[config.mk]
export PLATFORM = sky130hd
export DESIGN_NAME = stage_sequencer
export DESIGN_NICKNAME = d
export VERILOG_FILES = /design/src/rtl/stage_sequencer.sv
export SDC_FILE = /design/constraint.sdc
export NUM_CORES = 1
export LEC_CHECK = 0
export CAP_MARGIN = 10
export CORE_MARGIN = 2
export CORE_UTILIZATION = 33
export DETAILED_ROUTE_END_ITERATION = 8
export GPL_ROUTABILITY_DRIVEN = 0
export PLACE_DENSITY = 0.76
export SLEW_MARGIN = 40
export SYNTH_ARGS = -nofsm -noshare
export SYNTH_HDL_FRONTEND = slang
export SYNTH_SLANG_ARGS = --single-unit
[constraint.sdc]
create_clock -name clk -period 2.2 [get_ports clk]
set_input_delay 0.44 -clock clk [delete_from_list [all_inputs] [get_ports clk]]
set_output_delay 0.44 -clock clk [all_outputs]
set_load 0.005 [all_outputs]
[src/rtl/stage_sequencer.sv]
// stage_sequencer
//   Steps one instruction of the serial CPU core through up to NUM_STAGES
//   programmable stages. Each enabled stage may repeat, may send one TX
//   command per execution, and may hold off the ALU until RX reply data
//   arrives. The block also counts reads that have been issued but not yet
//   completed by rx_done.
//
// Handshakes:
//   inst_valid / inst_done : the requester holds inst_valid and all stage_*
//     fields stable until inst_done pulses for one cycle. The cycle after
//     inst_done (DONE) ignores inst_valid, so the requester can drop it.
//   tx_command_valid / tx_command_started : a command transfers in any cycle
//     where both are high. Valid stays high until it is accepted, and
//     tx_command stays stable meanwhile.
//   alu_en / op_done : op_done is acted on only in cycles where alu_en is high.
//
// Ports:
//   clk, reset_n            clock, asynchronous active-low reset
//   inst_valid, skip        instruction present / finish without executing
//   stage_en                per-stage enable
//   stage_repeat            per-stage extra executions (REPEAT_BITS each)
//   stage_cmd_en            per-stage "send a TX command"
//   stage_cmd_read          per-stage "that command is a read"
//   stage_cmd               per-stage TX header code (CMD_BITS each)
//   stage_wait_rx           per-stage "ALU waits for rx_data_valid"
//   op_done                 ALU finished current operation
//   tx_command_valid/_cmd   command request and header
//   tx_command_started      TX accepted the command
//   rx_data_valid, rx_done  reply payload valid / reply complete
//   alu_en                  ALU may advance this cycle
//   stage, repeat_idx       current stage and repetition
//   first_rep               repeat_idx == 0
//   inst_done               one-cycle completion pulse
//   outstanding             reads in flight
//   busy                    sequencer not idle
//   dbg_state               FSM state (0 IDLE, 1 RUN, 2 DONE)
module stage_sequencer #(
  parameter int NUM_STAGES      = 4,
  parameter int REPEAT_BITS     = 2,
  parameter int CMD_BITS        = 2,
  parameter int MAX_OUTSTANDING = 2
) (
  input  logic                              clk,
  input  logic                              reset_n,
  input  logic                              inst_valid,
  input  logic                              skip,
  input  logic [NUM_STAGES-1:0]             stage_en,
  input  logic [NUM_STAGES*REPEAT_BITS-1:0] stage_repeat,
  input  logic [NUM_STAGES-1:0]             stage_cmd_en,
  input  logic [NUM_STAGES-1:0]             stage_cmd_read,
  input  logic [NUM_STAGES*CMD_BITS-1:0]    stage_cmd,
  input  logic [NUM_STAGES-1:0]             stage_wait_rx,
  input  logic                              op_done,
  output logic                              tx_command_valid,
  output logic [CMD_BITS-1:0]               tx_command,
  input  logic                              tx_command_started,
  input  logic                              rx_data_valid,
  input  logic                              rx_done,
  output logic                              alu_en,
  output logic [$clog2(NUM_STAGES)-1:0]     stage,
  output logic [REPEAT_BITS-1:0]            repeat_idx,
  output logic                              first_rep,
  output logic                              inst_done,
  output logic [$clog2(MAX_OUTSTANDING+1)-1:0] outstanding,
  output logic                              busy,
  output logic [1:0]                        dbg_state
);

  localparam int SW = $clog2(NUM_STAGES);
  localparam int OW = $clog2(MAX_OUTSTANDING+1);

  typedef enum logic [1:0] {
    IDLE = 2'd0,
    RUN  = 2'd1,
    DONE = 2'd2
  } state_e;

  state_e                 state_q, state_d;
  logic [SW-1:0]          stage_q, stage_d;
  logic [REPEAT_BITS-1:0] repeat_idx_q, repeat_idx_d;
  logic                   cmd_issued_q, cmd_issued_d;
  logic [OW-1:0]          outstanding_q, outstanding_d;

  logic [SW-1:0]          first_stage;
  logic [SW-1:0]          next_stage;
  logic                   has_next;
  logic [REPEAT_BITS-1:0] cur_repeat;
  logic                   need_cmd;
  logic                   read_full;
  logic                   rd_accept;
  logic                   rd_retire;

  // Lowest enabled stage overall, and lowest enabled stage above the current
  // one. Scanning downwards leaves the lowest match in the variable last.
  always_comb begin
    first_stage = '0;
    next_stage  = '0;
    has_next    = 1'b0;
    for (int i = NUM_STAGES - 1; i >= 0; i--) begin
      if (stage_en[i]) begin
        first_stage = SW'(i);
        if (i > int'(stage_q)) begin
          next_stage = SW'(i);
          has_next   = 1'b1;
        end
      end
    end
  end

  always_comb begin
    state_d          = state_q;
    stage_d          = stage_q;
    repeat_idx_d     = repeat_idx_q;
    cmd_issued_d     = cmd_issued_q;
    tx_command_valid = 1'b0;
    tx_command       = '0;
    alu_en           = 1'b0;
    inst_done        = 1'b0;
    rd_accept        = 1'b0;

    cur_repeat = stage_repeat[stage_q*REPEAT_BITS +: REPEAT_BITS];
    need_cmd   = stage_cmd_en[stage_q] && !cmd_issued_q;
    read_full  = stage_cmd_read[stage_q] && (outstanding_q == OW'(MAX_OUTSTANDING));

    unique case (state_q)
      IDLE: begin
        if (inst_valid) begin
          if (skip || (stage_en == '0)) begin
            inst_done = 1'b1;
            state_d   = DONE;
          end else begin
            state_d      = RUN;
            stage_d      = first_stage;
            repeat_idx_d = '0;
            cmd_issued_d = 1'b0;
          end
        end
      end
      RUN: begin
        tx_command_valid = need_cmd && !read_full;
        tx_command       = stage_cmd[stage_q*CMD_BITS +: CMD_BITS];
        // need_cmd stays high through the accept cycle, so the ALU starts
        // at the earliest one cycle after the command is taken.
        alu_en = !need_cmd && (!stage_wait_rx[stage_q] || rx_data_valid);
        if (tx_command_valid && tx_command_started) begin
          cmd_issued_d = 1'b1;
          rd_accept    = stage_cmd_read[stage_q];
        end
        if (alu_en && op_done) begin
          if (repeat_idx_q < cur_repeat) begin
            repeat_idx_d = repeat_idx_q + 1'b1;
            cmd_issued_d = 1'b0;
          end else if (has_next) begin
            stage_d      = next_stage;
            repeat_idx_d = '0;
            cmd_issued_d = 1'b0;
          end else begin
            inst_done = 1'b1;
            state_d   = DONE;
          end
        end
      end
      DONE: begin
        state_d = IDLE;
      end
      default: begin
        state_d = IDLE;
      end
    endcase
  end

  // rx_done with nothing in flight is a protocol error and is dropped.
  assign rd_retire = rx_done && (outstanding_q != '0);

  always_comb begin
    outstanding_d = outstanding_q;
    if (rd_accept && !rd_retire) begin
      outstanding_d = outstanding_q + 1'b1;
    end else if (!rd_accept && rd_retire) begin
      outstanding_d = outstanding_q - 1'b1;
    end
  end

  always_ff @(posedge clk or negedge reset_n) begin
    if (!reset_n) begin
      state_q       <= IDLE;
      stage_q       <= '0;
      repeat_idx_q  <= '0;
      cmd_issued_q  <= 1'b0;
      outstanding_q <= '0;
    end else begin
      state_q       <= state_d;
      stage_q       <= stage_d;
      repeat_idx_q  <= repeat_idx_d;
      cmd_issued_q  <= cmd_issued_d;
      outstanding_q <= outstanding_d;
    end
  end

  assign stage       = stage_q;
  assign repeat_idx  = repeat_idx_q;
  assign first_rep   = (repeat_idx_q == '0);
  assign outstanding = outstanding_q;
  assign busy        = (state_q != IDLE);
  assign dbg_state   = state_q;

endmodule
## Yosys cells after proc, flatten, opt, wreduce, memory -nomap -nowiden

Cells that the tools add are included.

- Input bits: 40
- Output and inout port bits: 15
- Flip-flop bits (word level): 9
- Logic and storage cells: 112

- Reductions and logical operators: 28
- Eq/ne operators: 9
- Add/sub/neg operators: 3
- Multiplexer cells: 60
- Shifts and indexed selects: 2
- Order comparisons: 5

Operators with widths:

| cell | number |
|---|---|
| $mux 2 | 28 |
| $mux 1 | 24 |
| $shiftx 8x4->2 | 2 |
| $ne 2x2->1 const B | 6 |
| $pmux 2 s2 | 3 |
| $logic_and 1x1->1 | 9 |
| $reduce_bool 2->1 | 4 |
| $bmux 1 s2 | 3 |
| $logic_not 1->1 | 6 |
| $reduce_and 6->1 | 1 |
| $reduce_and 5->1 | 1 |
| $add 2x1->2 const B | 2 |
| $gt 2x2->1 const A | 2 |
| $logic_not 2->1 | 2 |
| $logic_not 4->1 | 1 |
| $pmux 1 s2 | 2 |
| $reduce_and 4->1 | 1 |
| $lt 2x3->1 const B | 1 |
| $ne 3x3->1 const B | 1 |
| $reduce_and 3->1 | 1 |
| $eq 2x1->1 const B | 1 |
| $eq 2x2->1 const B | 1 |
| $gt 1x2->1 const A | 1 |
| $logic_or 1x1->1 | 2 |
| other kinds (2) | 2 |

## Logic depth before layout (Yosys ltp)

Gate-level depths: netlist of run 1.

- Depth in word-level cells: 12
- Mapped depth: 10
- Mapped depth without buffers: 9

## Worst setup path after synthesis of run 1

No wires, ideal clock.

- Path kind: reg-to-output
- Start: register stage_q[0], in the netlist stage[0]
- End: output inst_done
- Data required time: 1.760 ns
- Path buffers: 1
- Data arrival time: 1.997 ns
- Cell stages (with the launch flop): 10
- Path slack: -0.237 ns
- Cell sequence: dfrtp_1 buf_2 mux4_1 inv_1 ha_1 or3_1 o22ai_2 nor2_2 nand2_1 o31ai_1

- Word-level cells in the longest chain between the ends: 11
- Elaborated cells on any way between the ends: 25
- Those cells by class: order compare: 4; shift: 1; mux: 14; reduce/logical: 6

RTL lines:

| item | RTL line | RTL |
|---|---|---|
| start: declaration | 79 | `logic [SW-1:0] stage_q, stage_d;` |
| start signal: assignment | 193 | `stage_q <= stage_d;` |
| $gt 2x2->1 | 102 | `if (i > int'(stage_q)) begin` |
| $mux 1 | 102 |  |
| $mux 1 | 100 | `if (stage_en[i]) begin` |
| $mux 1 | 102 |  |
| $mux 1 | 100 |  |
| $mux 1 | 102 |  |
| $mux 1 | 100 |  |
| $mux 1 | 153 | `end else if (has_next) begin` |
| $mux 1 | 150 | `if (repeat_idx_q < cur_repeat) begin` |
| $mux 1 * | 149 | `if (alu_en && op_done) begin` |
| $pmux 1 s2 * | 125 | `unique case (state_q)` |
| end: declaration | 63 | `output logic inst_done,` |

Every way passes the cells marked *; elsewhere a longest branch is shown, timed or not. The select of a mux whose other input is x is not followed.

## Final worst setup path of run 1

Same ends and word-level chain as after synthesis.

==> reports/qor.csv, run 1 <==
metric;value;unit
synth unique cells;40;
Synth Net Count;138;
Post-synth EDFFs;0;
Total GRT Usage;21.1;%
core area;2520;sq um
Vias per Instance;5.23;
fin cells;224;
reg2reg path depth;10;
Hold WS;473;ps
CTS tree;built;
FFs w/ async S/R, synth;100;%
P_int;1.54;mW
pwr/cell area;1340;nW/um^2
Max VDD drop;905;uV
Final min period;2630;ps
top cells by area, synth;dfrtp_1 (25%), mux4_1 (12%), mux2_2 (5.0%);
worst reg-to-reg setup slack;-360;ps
Synth warnings;0;
CP max FO;3;
P_leak;0.881;nW
sequential share of the synthesized area;25.2;%
number of DRC markers in iteration 0;30;
H-tree levels;1;
first-pass GRT wire length;5.39;mm
DR vias;1171;
Yosys top cell area share;25.2;%
max-cap viol count;0;
reg2reg start;stage[0]$_DFFE_PN0P_;
top routing layer used;met4;
starting density of the core;35.5;%
PortBufs;54;
Reg power frac;12.9;%
number of CTS-inserted buffers;3;
combinational share of power;81.8;%
Synth Cell Area;895;sq um
Die W;56.1;um
routed wire length;3.47;mm
grt total ovfl;0;
wl on met1;1.46;mm
Fin. Hold Viols;0;
ant diodes;0;
Clock Power Share;5.3;%
failing checks;setup timing;
worst skew pair latency;260;ps
Die ar.;3140;sq um
crit path DAT;2190;ps
Sw Share;40.2;%
Max Freq;380;MHz
clk sink count;9;
share of layout cells above drive strength 1;42.3;%
die height;56.1;um
TritonRoute pass-1 iters;4;
outcome;finished with violations;
CTS Buffer Depth;2;
net load switching power;1.04;mW
endpoints failing setup;9;
final slew viol count;0;
Main synth FF type;dfrtp_1;
CTS clk-pin slew, worst paths;70;ps
antenna violations before repair;0;
Crit. End Element;primary output;
cts hold-fix bufs;0;
Placed Instances;204;
Slew Limit Headroom;68.4;%
FF+latch count, synth;9;
CP Launch Type;register;
R2R Path End;outstanding[1]$_DFFE_PN0P_;
num ports;55;
unrepaired setup endpoints after global routing;true;
HPWL Detailed;2.32;mm
vias in the first global route;1199;
Rows;18;
Mapped Cells;95;
commonest cells in the netlist;dfrtp_1 (9), inv_1 (8), nor2_1 (7), nor2b_1 (6);
Total Power;2.58;mW
HP Class;in2async;
Root Buffer;clkbuf_4;
P&R area growth vs syn;115;%
CP Class;reg2out;
wire per inst;15.5;um
metal3 WL;175;um
period utilization;120;%
Fin Clk Skew;0.611;ps
most frequent cell after synthesis;dfrtp_1;
setup ws final;-432;ps
DRC Markers;0;
met2 routed WL;1.77;mm
WP data required;1760;ps
Synth Area per Inst;9.42;sq um
Final nets;238;
largest net degree at the start of global routing;10;
antenna viol nets, final;0;
Worst-Margin Slew;474;ps
post-synth top area cell;dfrtp_1;
-- layout make-up --
class | instances | area (sq um)
fillers | 184 | 601
multi-input cells | 75 | 728
well taps | 30 | 37.5
repair buffers | 98 | 875
flip-flops and latches | 9 | 225
inverters | 8 | 30.0
clock buffers | 4 | 26.3
-- flip-flops by register name, summed over array words and instances (netlist names) --
register	cells
outstanding	2
cmd_issued_q	1
repeat_idx	2
dbg_state	2
stage	2
-- critical path, stage by stage (launching register included) --
cell     delay [ps]
dfrtp_1         380
mux4_2          510
inv_2            80
ha_4            130
or3_1           110
o22ai_2         100
nor2_2          200
nand2_2          90
o31ai_2         180
buf_2           140
-- cell families (layout without fill, tap and decap cells) --
family	Yosys count	after routing	share of synthesized area [%]
AND/OR/NAND/NOR	37	37	22.9
AO/OA/AOI/OAI	22	22	20.1
buffers and inverters	11	110	5.59
multiplexers	10	10	19.0
flip-flops	9	9	25.2
adder cells (fa/ha/maj)	3	3	4.20
XOR/XNOR	3	3	2.94
-- routing by layer --
metal	GRT usage [%]	vias to the layer above
li1	-	553
met1	26.7	560
met2	38.5	52
met3	2.09	6
met4	4.42	0
met5	0	-
-- per-stage QoR --
| stage | instance area, sq um | worst slack (ps) | util (%) | setup TNS, ps |
|---|---|---|---|---|
| 2_1_floorplan | 915 | -147 | - | -147 |
| 3_3_place_gp | 1680 | -1030 | 66.5 | -5100 |
| 3_5_place_dp | 1680 | -1030 | 66.5 | -5270 |
| 4_1_cts | 1870 | -356 | 74.3 | -1070 |
| 5_1_grt | 1920 | -524 | 76.2 | -2510 |
| 6_report | 1920 | -432 | 76.2 | -1820 |
-- how the worst max path moves through the flow --
stage / from / endpoint / slack [ps] / cells after the start
floorplan: stage[0]$_DFFE_PN0P_ / inst_done / -150 / 9
global placement: stage_repeat[7] / inst_done / -1030 / 10
detailed placement: stage_repeat[7] / inst_done / -1030 / 10
CTS: stage[0]$_DFFE_PN0P_ / inst_done / -360 / 9
global route: stage[0]$_DFFE_PN0P_ / inst_done / -520 / 9
finish: stage[0]$_DFFE_PN0P_ / inst_done / -430 / 9
-- power by group through the flow --
stage	combinational, mW	sequential (mW)	clock [mW]
2_1_floorplan	0.771	0.332	0
4_1_cts	1.93	0.318	0.133
6_report	2.11	0.331	0.137
5_1_grt	2.24	0.340	0.147
3_3_place_gp	1.50	0.314	0
3_5_place_dp	1.54	0.321	0
-- what timing repair did --
| item | 4_1_cts | 5_1_grt |
|---|---|---|
| setup endpoints to repair | 11 | 12 |
| pin swaps | 12 | 10 |
| buffers inserted | 17 | 4 |
| gates resized for setup | 40 | 13 |
-- cells in the final DEF, fill, tap and decap left out, drive strengths merged, types with 3 or more instances in the layout --
master / count
inv: 8
nand2: 3
ha: 3
nor2b: 6
mux4: 4
a21oi: 4
dfrtp: 9
a31oi: 4
clkdlybuf4s50: 45
nor4: 3
o21ai: 3
mux2: 4
clkbuf: 4
buf: 48
nor2: 8
dlygate4sd2: 5
Note: power is estimated with default switching activity, not from simulation.
==> run 2: changes to the inputs <==
--- a/config.mk
+++ b/config.mk
@@ -10,8 +10,10 @@
 export CORE_UTILIZATION = 33
 export DETAILED_ROUTE_END_ITERATION = 8
 export GPL_ROUTABILITY_DRIVEN = 0
+export HOLD_SLACK_MARGIN = 0.12
 export PLACE_DENSITY = 0.76
 export SLEW_MARGIN = 40
 export SYNTH_ARGS = -nofsm -noshare
 export SYNTH_HDL_FRONTEND = slang
 export SYNTH_SLANG_ARGS = --single-unit
+export TNS_END_PERCENT = 30
==> constraint.sdc (replaced) <==
create_clock -name clk -period 2.2 [get_ports clk]
set_input_delay 0.44 -clock clk [delete_from_list [all_inputs] [get_ports clk]]
set_output_delay 0.44 -clock clk [all_outputs]
set_load 0.01 [all_outputs]
==> reports/qor.csv, run 2 (synthesis gave the netlist of run 1 again) <==
metric;value;unit
outcome;finished with violations;
failing checks;setup timing;
CTS Buffer Depth;2;
CP Launch Type;register;
max-cap viol count;0;
core area;2520;sq um
most common cell after layout, fill and taps aside;clkdlybuf4s50_1;
ant diodes;0;
largest net degree at the start of global routing;10;
number of DRC markers in iteration 0;16;
Fin. Hold Viols;0;
clk sink count;9;
Slew Limit Headroom;70.2;%
wire per inst;15.1;um
Place WS;-995;ps
critical path buffer and inverter count;2;
antenna violations before repair;0;
DRC Markers;0;
CTS clk-pin slew, worst paths;70;ps
Total Power;2.51;mW
worst skew pair latency;270;ps
unrepaired setup endpoints after global routing;true;
Die W;56.1;um
Rows;18;
CTS tree;built;
Cell Chain, Critical Path;mux4_2, inv_2, ha_4, or3b_4, o22ai_4, nor2_4, nand2_2, o31ai_4, buf_2;
GRT met1 Usage;22.8;%
first-pass GRT wire length;5.43;mm
pwr/cell area;1350;nW/um^2
DR vias;1152;
starting density of the core;35.5;%
cts hold-fix bufs;0;
Final nets;234;
Final min period;2630;ps
setup ws final;-430;ps
Crit. End Element;primary output;
TritonRoute pass-1 iters;4;
num ports;55;
Layout fillers;188;
HP Class;in2async;
CP max FO;3;
endpoints failing setup;9;
HPWL Detailed;2.38;mm
most frequent cells in the layout;clkdlybuf4s50_1 (41), buf_4 (36), dfrtp_1 (8), dlygate4sd2_1 (8), inv_1 (7);
WP data required;1760;ps
CP Class;reg2out;
P&R area growth vs syn;109;%
H-tree levels;1;
number of CTS-inserted buffers;3;
Crit path largest cell delay;500;ps
Worst-Margin Slew;446;ps
Slowest-stage cell, CP;mux4_2;
grt total ovfl;0;
PortBufs;54;
Vias per Instance;5.24;
Fin Clk Skew;12.7;ps
Total GRT Usage;21.4;%
final cell utilization of the core;74.0;%
busiest layer in global routing;met2;
Root Buffer;clkbuf_4;
met3 Usage GRT;3.72;%
met2 usage in global routing;41.5;%
share of layout cells above drive strength 1;40.0;%
period utilization;120;%
die height;56.1;um
Max Freq;380;MHz
vias in the first global route;1285;
Max VDD drop;927;uV
antenna viol nets, final;0;
delay-heaviest family, CP;multiplexers;
crit path DAT;2190;ps
final slew viol count;0;
P_leak;0.853;nW
routed wire length;3.33;mm
Die ar.;3140;sq um
run 2: cell count changes in the layout (fill, tap and decap cells not counted), moves of 2 or more:
cell and change:
buf_6 -2, nor2b_4 -2, nor2_1 -2, dlygate4sd2_1 +3, clkdlybuf4s50_1 -4, nor2b_1 +2
run 2: metal layers:
metal / wire length [um] / up-vias
met1: 1300 / 550
met4: 36 / 0
met2: 1820 / 48
met3: 169 / 6
li1: - / 548
met5: 0 / -
run 2: path summary, 6_finish.rpt:
check                                                start                    endpoint  slack, ps  cells past startpoint
worst max-delay path                  stage[0]$_DFFE_PN0P_                   inst_done       -430                      9
max in group asynchronous                          reset_n        stage[0]$_DFFE_PN0P_       1380                      1
worst max register to register        stage[0]$_DFFE_PN0P_   repeat_idx[0]$_DFFE_PN0P_       -200                      9
worst min-delay path                               reset_n  outstanding[1]$_DFFE_PN0P_        480                      1
worst min register to register  outstanding[0]$_DFFE_PN0P_  outstanding[0]$_DFFE_PN0P_        570                      1
min in group clk                outstanding[0]$_DFFE_PN0P_  outstanding[0]$_DFFE_PN0P_        570                      1
run 2: stage by stage:
step	setup TNS, ps	instance area [sq um]	hold WS, ps	std cells
2_1_floorplan	-287	927	144	95
3_3_place_gp	-5460	1690	504	204
3_5_place_dp	-5730	1690	528	204
4_1_cts	-838	1820	485	218
5_1_grt	-1700	1870	502	220
6_report	-1020	1870	477	220
run 2: layout make-up:
class	count	area [sq um]	area share (%)
timing repair buffer	94	831	44.5
multi-input combinational	75	716	38.3
sequential	9	226	12.1
tap	30	37.5	2.01
inverter	8	30.0	1.61
clock buffer	4	26.3	1.41
run 2: timing repair:
action	4_1_cts	5_1_grt
gates resized for setup	43	7
pin swaps	7	10
setup buffers	10	3
endpoints found under the setup margin	12	10
run 2: report_power, final:
group | total [mW] | switching, mW | leakage (nW) | internal [mW]
logic | 2.06 | 0.921 | 0.728 | 1.14
registers | 0.323 | 0.0798 | 0.109 | 0.244
clock network | 0.134 | 0.0641 | 0.0150 | 0.0700
==> run 3: changes to the inputs <==
--- a/config.mk
+++ b/config.mk
@@ -6,12 +6,14 @@
 export NUM_CORES = 1
 export LEC_CHECK = 0
 export CAP_MARGIN = 10
+export CORE_ASPECT_RATIO = 0.6
 export CORE_MARGIN = 2
-export CORE_UTILIZATION = 33
+export CORE_UTILIZATION = 34
+export CTS_BUF_LIST = sky130_fd_sc_hd__clkbuf_4
 export DETAILED_ROUTE_END_ITERATION = 8
 export GPL_ROUTABILITY_DRIVEN = 0
 export HOLD_SLACK_MARGIN = 0.12
-export PLACE_DENSITY = 0.76
+export PLACE_DENSITY = 0.78
 export SLEW_MARGIN = 40
 export SYNTH_ARGS = -nofsm -noshare
 export SYNTH_HDL_FRONTEND = slang
==> reports/qor.csv, run 3 (synthesis gave the netlist of run 1 again) <==
metric;value;unit
failing checks;setup timing;
DRC Markers;0;
Slowest-stage cell, CP;mux4_2;
die height;43.7;um
wire per inst;15.8;um
HPWL Detailed;2.51;mm
fin cells;222;
CTS clk-pin slew, worst paths;70;ps
vias in the first global route;1242;
Final TNS setup;-1870;ps
P_leak;0.840;nW
antenna viol nets, final;0;
outcome;finished with violations;
Slew Limit Headroom;69.9;%
HP Class;in2async;
number of DRC markers in iteration 0;78;
reg2reg path depth;10;
antenna violations before repair;0;
Total GRT Usage;22.8;%
Cell Area, Placed;1700;sq um
Fin Clk Skew;4.79;ps
DR vias;1185;
period utilization;118;%
pwr/cell area;1380;nW/um^2
CP Launch Type;register;
endpoints failing setup;11;
Multi-input gate area;687;sq um
routed wire length;3.50;mm
GRT met1 Usage;27.0;%
share of layout cells above drive strength 1;40.5;%
P&R area growth vs syn;108;%
Max VDD drop;506;uV
post-route cell area;1860;sq um
area occupied by registers;226;sq um
final slew viol count;0;
starting density of the core;35.7;%
worst skew pair latency;260;ps
worst reg-to-reg setup slack;-330;ps
Final nets;234;
Crit. End Element;primary output;
unrepaired setup endpoints after global routing;true;
most common cell after layout, fill and taps aside;clkdlybuf4s50_1;
Placed Instances;207;
Total Power;2.57;mW
Root Buffer;clkbuf_4;
busiest layer in global routing;met2;
CTS Buffer Depth;2;
met3 Usage GRT;3.49;%
WP data required;1760;ps
Vias per Instance;5.34;
Die ar.;3070;sq um
Final min period;2590;ps
first-pass GRT wire length;5.47;mm
Crit path largest cell delay;510;ps
Layout fillers;169;
clk sink count;9;
Cell Chain, Critical Path;mux4_2, inv_2, ha_4, or3_4, o22ai_4, nor2_4, nand2_2, o31ai_4, buf_2;
num ports;55;
Rows;14;
cts hold-fix bufs;0;
R2R Path End;repeat_idx[0]$_DFFE_PN0P_;
Max Freq;387;MHz
crit path DAT;2150;ps
PortBufs;54;
core area;2500;sq um
H-tree levels;1;
max-cap viol count;0;
number of CTS-inserted buffers;3;
CP max FO;3;
grt total ovfl;0;
setup ws final;-386;ps
Die W;70.2;um
ant diodes;0;
met2 usage in global routing;45.1;%
CP Class;reg2out;
TritonRoute pass-1 iters;4;
largest net degree at the start of global routing;14;
Fin. Hold Viols;0;
CTS tree;built;
most frequent cells in the layout;clkdlybuf4s50_1 (44), buf_4 (35), dfrtp_1 (8);
Worst-Margin Slew;451;ps
reg2reg start;stage[0]$_DFFE_PN0P_;
-- run 3: cell count changes in the layout (fill, tap and decap cells not counted), moves of 2 or more --
cell             previous run  this run
clkdlybuf4s50_1            41        44
mux4_2                      2         4
mux4_1                      2         0
dlygate4sd2_1               8         5
-- run 3: worst max-delay path: cells and delay by family (launching register included) --
family / cells / cell delay (ps)
adders and majority gates: 1 / 130
buffers and inverters: 2 / 240
muxes: 1 / 510
AOI/OAI and AO/OA: 2 / 260
and+or+nand+nor: 3 / 350
DFF: 1 / 390
-- run 3: report_power, final --
| part | total [mW] | internal, mW | switching, mW |
|---|---|---|---|
| Clock | 0.144 | 0.0824 | 0.0619 |
| Combinational | 2.10 | 1.16 | 0.937 |
| Sequential | 0.325 | 0.244 | 0.0812 |
-- run 3: worst max-delay path by stage --
stage / from / end / slack, ps / cells after the start
after floorplan: stage[0]$_DFFE_PN0P_ / inst_done / -180 / 9
after CTS: stage[0]$_DFFE_PN0P_ / inst_done / -420 / 9
final: stage[0]$_DFFE_PN0P_ / inst_done / -390 / 9
after detailed placement: stage_repeat[7] / inst_done / -1080 / 10
after global placement: stage_repeat[7] / inst_done / -1070 / 10
after global routing: stage[0]$_DFFE_PN0P_ / inst_done / -490 / 9
-- run 3: metrics by stage --
stage	hold slack, ps	utilization, %	setup slack, ps
global placement	521	67.8	-1070
detailed placement	534	67.8	-1080
CTS	497	71.6	-419
floorplan	144	-	-179
global route	523	74.1	-492
finish	488	74.1	-386
-- run 3: cell type report --
type	instances	share of cell area (%)
Multi-Input combinational cell	75	37.0
Clock buffer	4	1.62
Tap cell	32	2.16
Sequential cell	9	12.2
Inverter	8	1.62
Timing Repair Buffer	94	45.4
-- run 3: per-layer routing --
layer	routed length, um	vias up
met1	1370	558
met4	74	0
met2	1810	71
met3	249	8
li1	-	548
met5	0	-
-- run 3: timing repair --
action | 4_1_cts | 5_1_grt
setup buffers | 7 | 5
resized for setup | 38 | 7
pin swaps | 9 | 3
endpoints found under the setup margin | 11 | 13
